$ cat src/rtl/square_pkg.sv
// Shared definitions for the sequential squarer: FSM state encoding and a
// constant-foldable ceiling-log2 used to size the iteration counter.
package square_pkg;

  typedef enum logic [1:0] {
    IDLE = 2'd0,
    RUN  = 2'd1,
    DONE = 2'd2
  } state_t;

  function automatic int clog2(input int value);
    int result;
    int rem;
    result = 0;
    rem    = value - 1;
    while (rem > 0) begin
      result = result + 1;
      rem    = rem >> 1;
    end
    return result;
  endfunction

endpackage

$ cat src/rtl/square_step.sv
// One shift-and-add iteration: conditionally adds the shifted multiplicand
// into the accumulator. Kept separate so an unrolled variant can chain copies.
module square_step #(
  parameter int WIDTH = 4
) (
  input  logic [2*WIDTH-1:0] acc,
  input  logic [2*WIDTH-1:0] mcand,
  input  logic               mplier_lsb,
  output logic [2*WIDTH-1:0] acc_next
);

  // Width is 2*WIDTH so the add is modulo 2^(2*WIDTH); the full square never overflows.
  assign acc_next = mplier_lsb ? (acc + mcand) : acc;

endmodule

$ cat src/rtl/seq_squarer.sv
// Multi-cycle shift-and-add squarer/multiplier with valid/ready on both sides.
// One operand pair in flight at a time; WIDTH iterations per operation.
module seq_squarer
  import square_pkg::*;
#(
  parameter int WIDTH = 4
) (
  input  logic               clk,
  input  logic               rst,
  input  logic               in_valid,
  output logic               in_ready,
  input  logic [WIDTH-1:0]   in_a,
  input  logic [WIDTH-1:0]   in_b,
  input  logic               in_mul,
  output logic               out_valid,
  input  logic               out_ready,
  output logic [2*WIDTH-1:0] out_data
);

  localparam int CNT_W = (clog2(WIDTH) < 1) ? 1 : clog2(WIDTH);
  localparam logic [CNT_W-1:0] LAST_CNT = CNT_W'(WIDTH - 1);

  state_t             state;
  logic [2*WIDTH-1:0] acc;
  logic [2*WIDTH-1:0] acc_next;
  logic [2*WIDTH-1:0] mcand;
  logic [WIDTH-1:0]   mplier;
  logic [CNT_W-1:0]   cnt;

  square_step #(.WIDTH(WIDTH)) u_step (
    .acc        (acc),
    .mcand      (mcand),
    .mplier_lsb (mplier[0]),
    .acc_next   (acc_next)
  );

  // Handshake outputs depend only on state and rst, never on in_valid/out_ready.
  assign in_ready  = (state == IDLE) && !rst;
  assign out_valid = (state == DONE);
  assign out_data  = acc;

  // NOTE: all state updates use <= so every register samples pre-edge values.
  always_ff @(posedge clk) begin
    if (rst) begin
      state  <= IDLE;
      acc    <= '0;
      cnt    <= '0;
      mcand  <= '0;
      mplier <= '0;
    end else begin
      case (state)
        IDLE: begin
          if (in_valid) begin
            state  <= RUN;
            mcand  <= {{WIDTH{1'b0}}, in_a};
            mplier <= in_mul ? in_b : in_a;
            acc    <= '0;
            cnt    <= '0;
          end
        end
        RUN: begin
          acc    <= acc_next;
          mcand  <= mcand << 1;
          mplier <= mplier >> 1;
          if (cnt == LAST_CNT) begin
            state <= DONE;
          end else begin
            cnt <= cnt + 1'b1;
          end
        end
        DONE: begin
          if (out_ready) begin
            state <= IDLE;
          end
        end
        // NOTE: the unused encoding 2'd3 must fall back to IDLE rather than lock up.
        default: state <= IDLE;
      endcase
    end
  end

endmodule

$ cat config.mk
export PLATFORM = sky130hd
export DESIGN_NAME = seq_squarer
export DESIGN_NICKNAME = d
export VERILOG_FILES = /design/src/rtl/square_pkg.sv /design/src/rtl/square_step.sv /design/src/rtl/seq_squarer.sv
export SDC_FILE = /design/constraint.sdc
export NUM_CORES = 1
export LEC_CHECK = 0
export CORE_MARGIN = 5
export CORE_UTILIZATION = 54
export CTS_BUF_LIST = sky130_fd_sc_hd__clkbuf_2 sky130_fd_sc_hd__clkbuf_4 sky130_fd_sc_hd__clkbuf_8
export DETAILED_ROUTE_END_ITERATION = 10
export GPL_ROUTABILITY_DRIVEN = 0
export GPL_TIMING_DRIVEN = 0
export PLACE_DENSITY = 0.81
export RECOVER_POWER = 50
export SLEW_MARGIN = 20
export SYNTH_ARGS = -nofsm -noshare
export SYNTH_HDL_FRONTEND = slang
export SYNTH_SLANG_ARGS = --single-unit
$ cat constraint.sdc
create_clock -name clk -period 2.8 [get_ports clk]
set_clock_uncertainty 0.2 [all_clocks]
set_input_delay 0.28 -clock clk [delete_from_list [all_inputs] [get_ports clk]]
set_output_delay 0.28 -clock clk [all_outputs]
set_load 0.005 [all_outputs]
==> results of run 1 <==
critical path, delay by kind of cell:
| family | cells | cell delay, ns |
|---|---|---|
| buffers and inverters | 4 | 1.47 |
| AND/OR/NAND/NOR | 1 | 0.20 |
power by group through the flow:
stage	Sequential [mW]	Clock (mW)	Combinational [mW]
final	0.366	0.145	0.104
after global routing	0.369	0.172	0.116
after CTS	0.366	0.154	0.105
after detailed placement	0.374	0	0.104
after global placement	0.373	0	0.102
after floorplan	0.371	0	0.0687
worst max path at each step:
stage                                         from                       end  slack [ns]  depth (start not counted)
after floorplan           out_data[4]$_SDFFE_PP0P_  out_data[7]$_SDFFE_PP0P_        0.66                          6
after global placement                         rst                  in_ready        0.48                          5
after detailed placement                       rst                  in_ready        0.46                          5
after CTS                                      rst                  in_ready        0.46                          5
after global routing                           rst                  in_ready        0.21                          5
final                                          rst                  in_ready        0.36                          5
per-stage QoR:
step | utilization (%) | worst slack, ns | hold slack [ns]
3_3_place_gp | 68.6 | 0.483 | 0.264
3_5_place_dp | 68.6 | 0.460 | 0.275
5_1_grt | 69.4 | 0.214 | 0.304
2_1_floorplan | - | 0.664 | 0.216
4_1_cts | 69.5 | 0.462 | 0.285
6_report | 69.4 | 0.359 | 0.285
sequential cells by signal, indices dropped and copies added, names as in the netlist:
signal	cells
state	2
mcand	8
cnt	2
out_data	8
mplier	4
metal layers:
metal,track usage (%),vias to the layer above
met3,1.96,2
met1,24.3,553
met5,0,-
met4,8.09,0
met2,27.8,31
li1,-,606
cell usage after synthesis, types with 3 or more instances:
| cell type | instances |
|---|---|
| nand2b_1 | 3 |
| o21ai_0 | 3 |
| dfxtp_1 | 24 |
| ha_1 | 8 |
| nand3_1 | 8 |
| mux2i_1 | 4 |
| a221oi_1 | 3 |
| a22oi_1 | 6 |
| nor2_1 | 27 |
| a311oi_1 | 3 |
| buf_2 | 3 |
| a21oi_1 | 11 |
| clkbuf_1 | 3 |
| nor3_1 | 3 |
| nand2_1 | 13 |
cell type report:
cell class	instances	area [µm²]	area share, %
Multi-Input combinational cell	121	778	49.2
Sequential cell	24	480	30.4
Timing Repair Buffer	21	210	13.3
Buffer	9	50.0	3.17
Tap cell	28	35.0	2.22
Clock buffer	3	22.5	1.43
Inverter	1	3.75	0.238
cells by family after synthesis:
logic type                 synth area share [%]
adders and majority gates                  9.13
DFF                                        36.5
and+or+nand+nor                            25.4
muxes                                      3.90
buffers and inverters                      4.28
xor gates and xnor gates                   2.00
AOI/OAI and AO/OA                          18.7
==> flow_summary.ini, run 1 <==
[worst_hold_path]
hold_path_class = flop to flop
holdCritStartpoint = mcand[4]$_SDFFE_PP0P_
min_to = mcand[5]$_SDFFE_PP0P_
holdPathStages = 2

[power]
vdd_drop_max_mv = 0.342
combPwrFrac_pct = 16.9
internal_power_uw = 452
p_sw_uw = 162
clkPwrFrac_pct = 23.5
seq_power_share_pct = 59.6
power_density_nw_per_um2 = 389
total_power_uw = 615
p_sw_share_pct = 26.4
leakagePower_nw = 0.665

[logic_synthesis]
synth-seq-area-share_pct = 36.5
ys_types = 40
syn_nets = 177
ys.flop_type = dfxtp_1
yosys_warnings = 0
synthCells = 155
ys_ff_latch = 24
synth_area_um2 = 1320
yosys.area.top_type_share_pct = 36.5
synthArstFlopShare_pct = 0
synth_area_leaders = dfxtp_1 (37%), nor2_1 (7.7%), ha_1 (7.6%)
synth_edf_count = 0
synth.largest_area_cell = dfxtp_1
syn_avg_cell_area_um2 = 8.48

[die]
start_util_pct = 57.8
die_h_um = 59.3
ios = 23
core-area_um2 = 2280
num_rows = 17
die_w_um = 59.3
die_area_um2 = 3520

[drt]
drtAntennaViolNets = 0
drt_wl_total_um = 2850
met1_length_um = 1340
route.met3.wl_um = 113
dr_wl_met2_um = 1380
avgViaCountPerCell = 5.76
firstDrtPassIters = 4
initialDrtViolationCount = 71
vias = 1192
drc = 0
top_layer_used = met4
wl_per_cell_um = 13.7

[timing]
relSlewSlack_pct = 61.0
hold_violations = 0
setup_tns_ns = 0
timing.final.crit_share_pct = 87.2
max_freq_mhz = 410
period_minus_slack_ns = 2.44
maxSlewViolCount = 0
setup_viol = 0
tightest_slew_ns = 0.583
rsz0062_at_grt = false

[clock_network]
cts_made_buffers = 3
cts_setup_buffers = 0
clk_latency_ns = 0.30
cts.htree.levels = 1
clockRootBuffer = clkbuf_4
cts_hold_buf = 0
cts_tree = done
post_cts_resize_count = 0
path_clk_slew_ns = 0.12
max-clock-path-buffers = 2
cts_sinks = 24

[finish]
final_cells = 207
fill_cells = 193
areaGrowthSynthToFinish_pct = 20.2
antennaDiodeCount = 0
final_cell_mix = nor2_1 (27), dfxtp_1 (24), nand2_1 (13), clkdlybuf4s50_1 (13), a21oi_1 (11)
drive_gt1_share_pct = 5.59
fin_area_um2 = 1580
final_common_cell = nor2_1
nets = 203

[critical_path]
cp-end-kind = primary output
path_cells = dlygate4sd3_1, buf_6, clkbuf_1, nor3_1, clkdlybuf4s50_1
worst_path_largest_cell_delay_ns = 0.56
worstPathArrival_ns = 1.96
r2r-start = mcand[1]$_SDFFE_PP0P_
r2r_cells = 6
startpoint_type = primary input
worstPathRequired_ns = 2.32
slowest_stage = dlygate4sd3_1
path_max_fanout = 10
r2r_end = out_data[7]$_SDFFE_PP0P_
r2r_setup_slack_ns = 0.49
worstSetupPathType = primary input to primary output

[placed_design]
dp_hpwl_um = 2180
place_area_um2 = 1560
dp.cells = 204
port_buffers = 21

[global_route]
grt_max_degree = 13
grt_pass1_wl_um = 4860
grt_usage_pct = 17.8
grt_pass1_vias = 1119
grt-ovfl-total = 0
antenna_found_initial = 0

[run_status]
status = completed

[flow_run]
cap_violations = 0
Power figures use the tool's default switching activity.
==> inputs of run 2 (changes only) <==
--- a/config.mk
+++ b/config.mk
@@ -5,13 +5,16 @@
 export SDC_FILE = /design/constraint.sdc
 export NUM_CORES = 1
 export LEC_CHECK = 0
+export CELL_PAD_IN_SITES_DETAIL_PLACEMENT = 2
+export CELL_PAD_IN_SITES_GLOBAL_PLACEMENT = 2
+export CORE_ASPECT_RATIO = 0.5
 export CORE_MARGIN = 5
-export CORE_UTILIZATION = 54
+export CORE_UTILIZATION = 32
 export CTS_BUF_LIST = sky130_fd_sc_hd__clkbuf_2 sky130_fd_sc_hd__clkbuf_4 sky130_fd_sc_hd__clkbuf_8
 export DETAILED_ROUTE_END_ITERATION = 10
 export GPL_ROUTABILITY_DRIVEN = 0
 export GPL_TIMING_DRIVEN = 0
-export PLACE_DENSITY = 0.81
+export PLACE_DENSITY_LB_ADDON = 0.1
 export RECOVER_POWER = 50
 export SLEW_MARGIN = 20
 export SYNTH_ARGS = -nofsm -noshare
==> run 2 against run 1 <==
  * Critical path depth unchanged
  * Combinational power increased by 6%
  * Routed wire length increased by 38%
  * Hold slack about the same
  * Power increased by 18%
  * Register-to-register slack about the same
  * Count of clock-buffer cells in the layout increased by 1
  * Sequential share of layout area decreased by 1.2 points
  * Clock power increased by 69%
  * Global-route usage decreased by 3.0 points
  * Largest power group unchanged
  * Die area increased by 58%
==> flow_summary.ini, run 2 (same netlist as run 1, synthesis figures left out) <==
[run_status]
status = completed

[drt]
route.met3.wl_um = 125
top_layer_used = met4
avgViaCountPerCell = 5.25
drtAntennaViolNets = 0
drc = 0
met1_length_um = 2000
wl_per_cell_um = 16.8
dr_wl_met2_um = 1800
initialDrtViolationCount = 30
drt_wl_total_um = 3940
vias = 1228
firstDrtPassIters = 4

[critical_path]
path_delay_family = buffers and inverters
path_max_fanout = 10
worst_path_largest_cell_delay_ns = 0.57
r2r_cells = 6
cp.buffers_inverters = 4
worstPathRequired_ns = 2.32
worstSetupPathType = primary input to primary output
r2r_setup_slack_ns = 0.49
r2r-start = out_data[4]$_SDFFE_PP0P_
cp-end-kind = primary output
slowest_stage = dlygate4sd3_1
path_cells = dlygate4sd3_1, buf_6, clkbuf_1, nor3_1, clkdlybuf4s50_1
worstPathArrival_ns = 2.06
r2r_end = out_data[7]$_SDFFE_PP0P_
startpoint_type = primary input

[power]
leakagePower_nw = 0.684
vdd_drop_max_mv = 0.209
power_density_nw_per_um2 = 439
total_power_uw = 722

[finish]
final_cells = 234
areaGrowthSynthToFinish_pct = 25.1
nets = 203
final_common_cell = nor2_1
fill_cells = 464
final_cell_mix = nor2_1 (27), dfxtp_1 (24), nand2_1 (13), clkdlybuf4s50_1 (12), a21oi_1 (11)
fin_util_pct = 41.9
multi_input_area_um2 = 778
fin_area_um2 = 1650
drive_gt1_share_pct = 6.11
regArea_um2 = 480
antennaDiodeCount = 0

[timing]
hold_slack_ns = 0.285
tightest_slew_ns = 0.670
period_minus_slack_ns = 2.54
setup_tns_ns = 0
rsz0062_at_grt = false
hold_violations = 0
timing.final.crit_share_pct = 90.6
fin_ws_ns = 0.264
setup_viol = 0
relSlewSlack_pct = 55.2
maxSlewViolCount = 0
max_freq_mhz = 394

[global_route]
grt_usage_pct = 14.8
grt-ovfl-total = 0
grt_pass1_vias = 1360
grt_pass1_wl_um = 6610
grt_max_degree = 14
antenna_found_initial = 0

[placed_design]
dp.cells = 230
dp_hpwl_um = 2960
dp_slack_ns = 0.382
port_buffers = 21
place_area_um2 = 1590

[clock_network]
path_clk_slew_ns = 0.09
cts_setup_buffers = 0
clockRootBuffer = clkbuf_8
post_cts_resize_count = 0
clk_latency_ns = 0.27
max-clock-path-buffers = 2
cts_sinks = 24
cts_hold_buf = 0
cts_made_buffers = 3
cts_tree = done
cts.htree.levels = 1

[worst_hold_path]
holdCritStartpoint = mcand[3]$_SDFFE_PP0P_
min_to = mcand[4]$_SDFFE_PP0P_
holdPathStages = 2
hold_path_class = flop to flop

[die]
core-area_um2 = 3920
die_w_um = 101
ios = 23
num_rows = 16
die_area_um2 = 5570
die_h_um = 55.3
start_util_pct = 33.5

[flow_run]
cap_violations = 0
-- run 2: layout make-up --
type                            count  area share [%]
Tap cell                           54            4.11
Sequential cell                    24            29.2
Timing Repair Buffer               21            12.8
Inverter                            1           0.228
Buffer                              9            3.04
Multi-Input combinational cell    121            47.3
Clock buffer                        4            3.35
-- run 2: worst min-delay path: cells and delay by family, from the launching register on --
kind            cells  cell delay (ns)
simple gates        1             0.06
flops               1             0.34
compound gates      1             0.05
-- run 2: worst max-delay path by stage --
stage / start / slack, ns / to / depth (start not counted)
after floorplan: out_data[4]$_SDFFE_PP0P_ / 0.66 / out_data[7]$_SDFFE_PP0P_ / 6
after global placement: rst / 0.44 / in_ready / 5
after detailed placement: rst / 0.38 / in_ready / 5
after CTS: rst / 0.36 / in_ready / 5
after global routing: rst / 0.17 / in_ready / 5
final: rst / 0.26 / in_ready / 5
-- run 2: where the power goes --
group	switching, mW	internal (mW)	leakage, nW
clock	0.119	0.126	0.0288
sequential	0.0130	0.355	0.195
combinational	0.0622	0.0475	0.460
-- run 2: routing by layer --
metal | vias to the layer above | GRT usage (%)
met2 | 18 | 25.1
li1 | 606 | -
met5 | - | 0
met1 | 602 | 19.8
met3 | 2 | 3.89
met4 | 0 | 0.576
